## src/rtl/tx_serial_pkg.sv

```systemverilog
// Shared types and constants for the parametrised serial transmitter.
package tx_serial_pkg;

  // Frame FSM states; codes are visible on the debug port.
  typedef enum logic [3:0] {
    ST_IDLE   = 4'd0,
    ST_START  = 4'd1,
    ST_DATA   = 4'd2,
    ST_PARITY = 4'd3,
    ST_STOP   = 4'd4
  } tx_state_e;

  // Parity modes.
  localparam int PAR_NONE = 0;
  localparam int PAR_ODD  = 1;
  localparam int PAR_EVEN = 2;

  // True when the parameter set describes a frame the transmitter can produce.
  function automatic bit tx_params_ok(int data_bits, int parity, int stop_bits, int divisor);
    return (data_bits >= 5) && (data_bits <= 8) &&
           (parity >= PAR_NONE) && (parity <= PAR_EVEN) &&
           ((stop_bits == 1) || (stop_bits == 2)) &&
           (divisor >= 2);
  endfunction

endpackage

```

## src/rtl/contador_m.sv

```systemverilog
// Modulo-M counter with synchronous clear; fim marks the terminal count.
module contador_m #(
  parameter int M = 16,
  parameter int N = $clog2(M)
) (
  input  logic clock,
  input  logic reset,
  input  logic zera_s,
  input  logic conta,
  output logic fim
);

  localparam logic [N-1:0] LAST = N'(M - 1);

  logic [N-1:0] q_q, q_d;

  // Next count: clear wins, otherwise count 0..M-1 and wrap.
  always_comb begin
    q_d = q_q;
    if (zera_s) begin
      q_d = '0;
    end else if (conta) begin
      q_d = (q_q == LAST) ? '0 : q_q + N'(1);
    end
  end

  // Count register.
  always_ff @(posedge clock or negedge reset) begin
    if (!reset) begin
      q_q <= '0;
    end else begin
      q_q <= q_d;
    end
  end

  assign fim = (q_q == LAST);

endmodule

```

## src/rtl/tx_serial_param.sv

```systemverilog
// Parametrised UART-style transmitter with a one-word holding register.
module tx_serial_param
  import tx_serial_pkg::*;
#(
  parameter int DATA_BITS = 7,
  parameter int PARITY    = 1,
  parameter int STOP_BITS = 1,
  parameter int DIVISOR   = 434
) (
  input  logic                 clock,
  input  logic                 reset,
  input  logic [DATA_BITS-1:0] dados,
  input  logic                 valido,
  output logic                 aceito,
  output logic                 saida_serial,
  output logic                 ocupado,
  output logic                 pronto,
  output logic                 db_tick,
  output logic [3:0]           db_estado
);

  localparam int CNT_W = $clog2(DATA_BITS + 1);
  localparam logic [CNT_W-1:0] LAST_DATA = CNT_W'(DATA_BITS - 1);
  localparam logic [CNT_W-1:0] LAST_STOP = CNT_W'(STOP_BITS - 1);

  if (!tx_params_ok(DATA_BITS, PARITY, STOP_BITS, DIVISOR)) begin : g_bad_params
    $error("tx_serial_param: illegal DATA_BITS/PARITY/STOP_BITS/DIVISOR");
  end

  tx_state_e            state_q, state_d;
  logic [DATA_BITS-1:0] hold_q, hold_d;
  logic                 cheio_q, cheio_d;
  logic [DATA_BITS-1:0] shift_q, shift_d;
  logic                 par_q, par_d;
  logic [CNT_W-1:0]     bit_cnt_q, bit_cnt_d;
  logic                 line_q, line_d;
  logic                 tick;
  logic                 frame_start;

  contador_m #(
    .M(DIVISOR),
    .N($clog2(DIVISOR))
  ) u_baud (
    .clock  (clock),
    .reset  (reset),
    .zera_s (frame_start),
    .conta  (1'b1),
    .fim    (tick)
  );

  // Handshake, frame sequencing and next line level.
  always_comb begin
    state_d     = state_q;
    hold_d      = hold_q;
    cheio_d     = cheio_q;
    shift_d     = shift_q;
    par_d       = par_q;
    bit_cnt_d   = bit_cnt_q;
    frame_start = 1'b0;
    pronto      = 1'b0;

    if (valido && !cheio_q) begin
      hold_d  = dados;
      cheio_d = 1'b1;
    end

    case (state_q)
      ST_IDLE: begin
        if (cheio_q) frame_start = 1'b1;
      end
      ST_START: begin
        if (tick) state_d = ST_DATA;
      end
      ST_DATA: begin
        if (tick) begin
          shift_d = shift_q >> 1;
          if (bit_cnt_q == LAST_DATA) begin
            bit_cnt_d = '0;
            state_d   = (PARITY != PAR_NONE) ? ST_PARITY : ST_STOP;
          end else begin
            bit_cnt_d = bit_cnt_q + CNT_W'(1);
          end
        end
      end
      ST_PARITY: begin
        if (tick) state_d = ST_STOP;
      end
      ST_STOP: begin
        if (tick) begin
          if (bit_cnt_q == LAST_STOP) begin
            pronto    = 1'b1;
            bit_cnt_d = '0;
            if (cheio_q) frame_start = 1'b1;
            else         state_d     = ST_IDLE;
          end else begin
            bit_cnt_d = bit_cnt_q + CNT_W'(1);
          end
        end
      end
      default: state_d = ST_IDLE;
    endcase

    // Parity is latched from the word at load time so shifting cannot disturb it.
    if (frame_start) begin
      shift_d   = hold_q;
      par_d     = (PARITY == PAR_EVEN) ? ^hold_q : ~^hold_q;
      cheio_d   = 1'b0;
      bit_cnt_d = '0;
      state_d   = ST_START;
    end

    // Line level follows the next state so the pin register changes with the FSM.
    case (state_d)
      ST_START:  line_d = 1'b0;
      ST_DATA:   line_d = shift_d[0];
      ST_PARITY: line_d = par_d;
      default:   line_d = 1'b1;
    endcase
  end

  // State, data path and registered serial line.
  always_ff @(posedge clock or negedge reset) begin
    if (!reset) begin
      state_q   <= ST_IDLE;
      hold_q    <= '0;
      cheio_q   <= 1'b0;
      shift_q   <= '0;
      par_q     <= 1'b0;
      bit_cnt_q <= '0;
      line_q    <= 1'b1;
    end else begin
      state_q   <= state_d;
      hold_q    <= hold_d;
      cheio_q   <= cheio_d;
      shift_q   <= shift_d;
      par_q     <= par_d;
      bit_cnt_q <= bit_cnt_d;
      line_q    <= line_d;
    end
  end

  assign aceito       = ~cheio_q;
  assign saida_serial = line_q;
  assign ocupado      = (state_q != ST_IDLE);
  assign db_tick      = tick;
  assign db_estado    = state_q;

endmodule

```

## config.mk

```make
export PLATFORM = sky130hd
export DESIGN_NAME = tx_serial_param
export DESIGN_NICKNAME = d
export VERILOG_FILES = /design/src/rtl/tx_serial_pkg.sv /design/src/rtl/contador_m.sv /design/src/rtl/tx_serial_param.sv
export SDC_FILE = /design/constraint.sdc
export NUM_CORES = 1
export LEC_CHECK = 0
export CORE_ASPECT_RATIO = 1.25
export CORE_MARGIN = 3
export CORE_UTILIZATION = 55
export CTS_CLUSTER_SIZE = 20
export DETAILED_ROUTE_END_ITERATION = 8
export PLACE_DENSITY = 0.86
export SLEW_MARGIN = 20
export SYNTH_ARGS = -nofsm -noshare
export SYNTH_HDL_FRONTEND = slang
export SYNTH_SLANG_ARGS = --single-unit
```

## constraint.sdc

```tcl
create_clock -name clock -period 4.69 [get_ports clock]
set_input_delay 1.407 -clock clock [delete_from_list [all_inputs] [get_ports clock]]
set_output_delay 1.407 -clock clock [all_outputs]
set_load 0.1 [all_outputs]
```

==> impl_metrics.json <==
{
  "status": "completed",
  "cpPeakStageDelay_ns": 0.97,
  "ir_worst_vdd_uv": 377,
  "die_y_um": 67.7,
  "die_w_um": 55.4,
  "synth_top_area_share_pct": 47.8,
  "drive_gt1_share_pct": 15.1,
  "grt_pass1_wl_mm": 5.73,
  "grt_pass1_vias": 1311,
  "cts-buffers-inserted": 5,
  "track_usage_pct": 20.0,
  "min_path_type": "reg -> reg",
  "critPathKind": "reg -> out",
  "cts_root_buf": "clkbuf_4",
  "dp_slack_ns": 1.17,
  "startpoint_type": "flip-flop",
  "p_leak_nw": 0.824,
  "nNetsFinal": 193,
  "slew_headroom_pct": 35.3,
  "place_congestion": 0.873,
  "yosys_warnings": 0,
  "clkSinkCount": 33,
  "reg2reg_to": "saida_serial",
  "dr_wl_met3_um": 131,
  "worstHoldStart": "u_baud.q_q[0]",
  "skew_ns": 0.00964,
  "ys_async_sr_fraction_pct": 100,
  "die-area_um2": 3750,
  "antenna_found_initial": 0,
  "drt-pass1-iter-count": 4,
  "slowest_stage": "clkdlybuf4s50_1",
  "gr-total-overflow": 0,
  "rrSetupSlack_ns": 2.09,
  "utilization_pct": 68.6,
  "syn_area_per_cell_um2": 10.7,
  "io-pin-count": 19,
  "tns_ns": 0,
  "period_minus_slack_ns": 3.90,
  "yosysMostFrequentCell": "dfrtp_1",
  "fin_ws_ns": 0.793,
  "critical-path-top-delay-family": "buffers and inverters",
  "dpl.hpwl_mm": 2.40,
  "cts_max_path_buffers": 2,
  "min_period_over_period_pct": 83.1,
  "synth_edf_count": 0,
  "synth_area_leader_cell": "dfrtp_1",
  "cp.arrival_ns": 2.49,
  "grt_max_degree": 26,
  "highest_layer": "met4",
  "final-instance-count-excl-fill": 213,
  "ctsHoldBuffers": 0,
  "ys_seq_area_share_pct": 49.4,
  "ant_nets": 0,
  "h-tree-depth": 2,
  "setup_viol": 0,
  "r2r_start": "u_baud.q_q[2]",
  "fp.coreArea_um2": 2790,
  "worstHoldPathCells": 1,
  "wl_per_cell_um": 15.0,
  "synth.distinct_cells": 44,
  "syn_to_final_growth_pct": 14.1,
  "holdWs_ns": 0.493,
  "slew_violations": 0,
  "vias_per_cell": 5.82,
  "critPathRequiredTime_ns": 3.28,
  "clk_latency_ns": 0.33,
  "cts_tree": "yes",
  "wl_met2_mm": 1.66,
  "via_count": 1240,
  "drv_cap": 0,
  "path_buf_inv": 2,
  "p_per_area_nw_per_um2": 549,
  "grt_setup_unrepaired": "false",
  "path_max_fanout": 5,
  "synth_common_cells": "32 x dfrtp_1, 18 x nor2_1, 13 x nand2_1, 9 x xnor2_1",
  "end_kind": "output pin",
  "synth_area_leaders": "dfrtp_1 48%, mux2_2 5.4%, xnor2_1 4.7%, nor2_1 4.0%, ha_1 3.7%",
  "netlist_area_um2": 1680,
  "ctsResizeCount": 0,
  "routed_wl_mm": 3.19,
  "place.port_buffers": 18,
  "synth_nets": 172,
  "crit_path_cell_trace": "or2_2, nor3_1, inv_1, clkdlybuf4s50_1",
  "post-cts-setup-buffers": 0,
  "tightest_slew_ns": 0.967,
  "synth_ff_type": "dfrtp_1",
  "synthCells": 157,
  "rows": 21,
  "n_antenna_cell": 0,
  "drc": 0,
  "ff2ff_path_depth": 5,
  "drt-initial-drc-count": 47,
  "dp.cells": 205,
  "m1WireLength_mm": 1.31,
  "ys_ff_latch": 33,
  "hold_violations": 0,
  "fmax_ghz": 0.257,
  "worstHoldEndpoint": "u_baud.q_q[0]",
  "start_util_pct": 60.2,
  "clk_pin_slew_ns": 0.09
}
-- layout by cell type, fill, tap and decap left out, types with 3 or more instances in the layout --
master	count
a21oi_1	4
a22oi_1	4
and3_1	4
buf_4	3
clkbuf_4	5
clkdlybuf4s50_1	15
dfrtp_1	32
ha_1	5
inv_1	8
mux2_2	8
nand2_1	13
nand2b_1	3
nand3_1	8
nor2_1	18
xnor2_1	9
xor2_1	4
-- worst max-delay path by stage --
stage | from | end | cells past startpoint
2_1_floorplan | db_estado[2] | pronto | 2
3_3_place_gp | db_estado[3] | ocupado | 4
3_5_place_dp | db_estado[3] | ocupado | 4
4_1_cts | db_estado[3] | ocupado | 4
5_1_grt | db_estado[3] | ocupado | 4
6_report | db_estado[3] | ocupado | 4
-- state kept, by name, indices dropped and copies added (netlist names) --
| register | cells |
|---|---|
| hold_q | 7 |
| u_baud.q_q | 9 |
| bit_cnt_q | 3 |
| db_estado | 4 |
| cheio_q | 1 |
| shift_q | 7 |
| saida_serial | 1 |
| par_q | 1 |
-- routing by layer --
metal  vias to the layer above  GRT usage, %
li1                        589             -
met1                       612          21.6
met2                        32          35.9
met3                         7          4.21
met4                         0          13.1
met5                         -             0
-- metrics by stage --
stage / area [um2] / total power (W)
after floorplan: 1680 / 0.000811
after global placement: 1870 / 0.000882
after detailed placement: 1870 / 0.000908
after CTS: 1920 / 0.00106
after global routing: 1910 / 0.00112
final: 1910 / 0.00105
-- cell families after synthesis --
| group | share of synthesized area (%) |
|---|---|
| and+or+nand+nor | 19.0 |
| DFF | 49.4 |
| AOI/OAI and AO/OA | 10.2 |
| xor gates and xnor gates | 6.80 |
| buffers and inverters | 3.88 |
| muxes | 6.87 |
| adders and majority gates | 3.73 |
| other | 0.224 |
-- layout make-up --
cell class,instances,area [um2]
fillers,249,873
well taps,34,42.5
repair buffers,19,178
multi-input cells,111,783
inverters,8,30.0
clock inverters,2,10.0
flip-flops and latches,33,827
clock buffers,6,41.3
-- worst register-to-register path: stages (launching register included) --
cell	delay [ns]
dfrtp_1	0.44
or4b_1	0.70
nor4_4	0.39
o21a_1	0.41
mux2_4	0.35
a32o_1	0.25
-- power by group --
| group | switching [W] | internal, W | total [W] | leakage [nW] |
|---|---|---|---|---|
| combinational | 0.000246 | 0.000187 | 0.000434 | 0.377 |
| clock | 0.0000940 | 0.0000571 | 0.000151 | 0.0320 |
| sequential | 0.0000851 | 0.000381 | 0.000466 | 0.415 |
(Power assumes the default switching activity.)
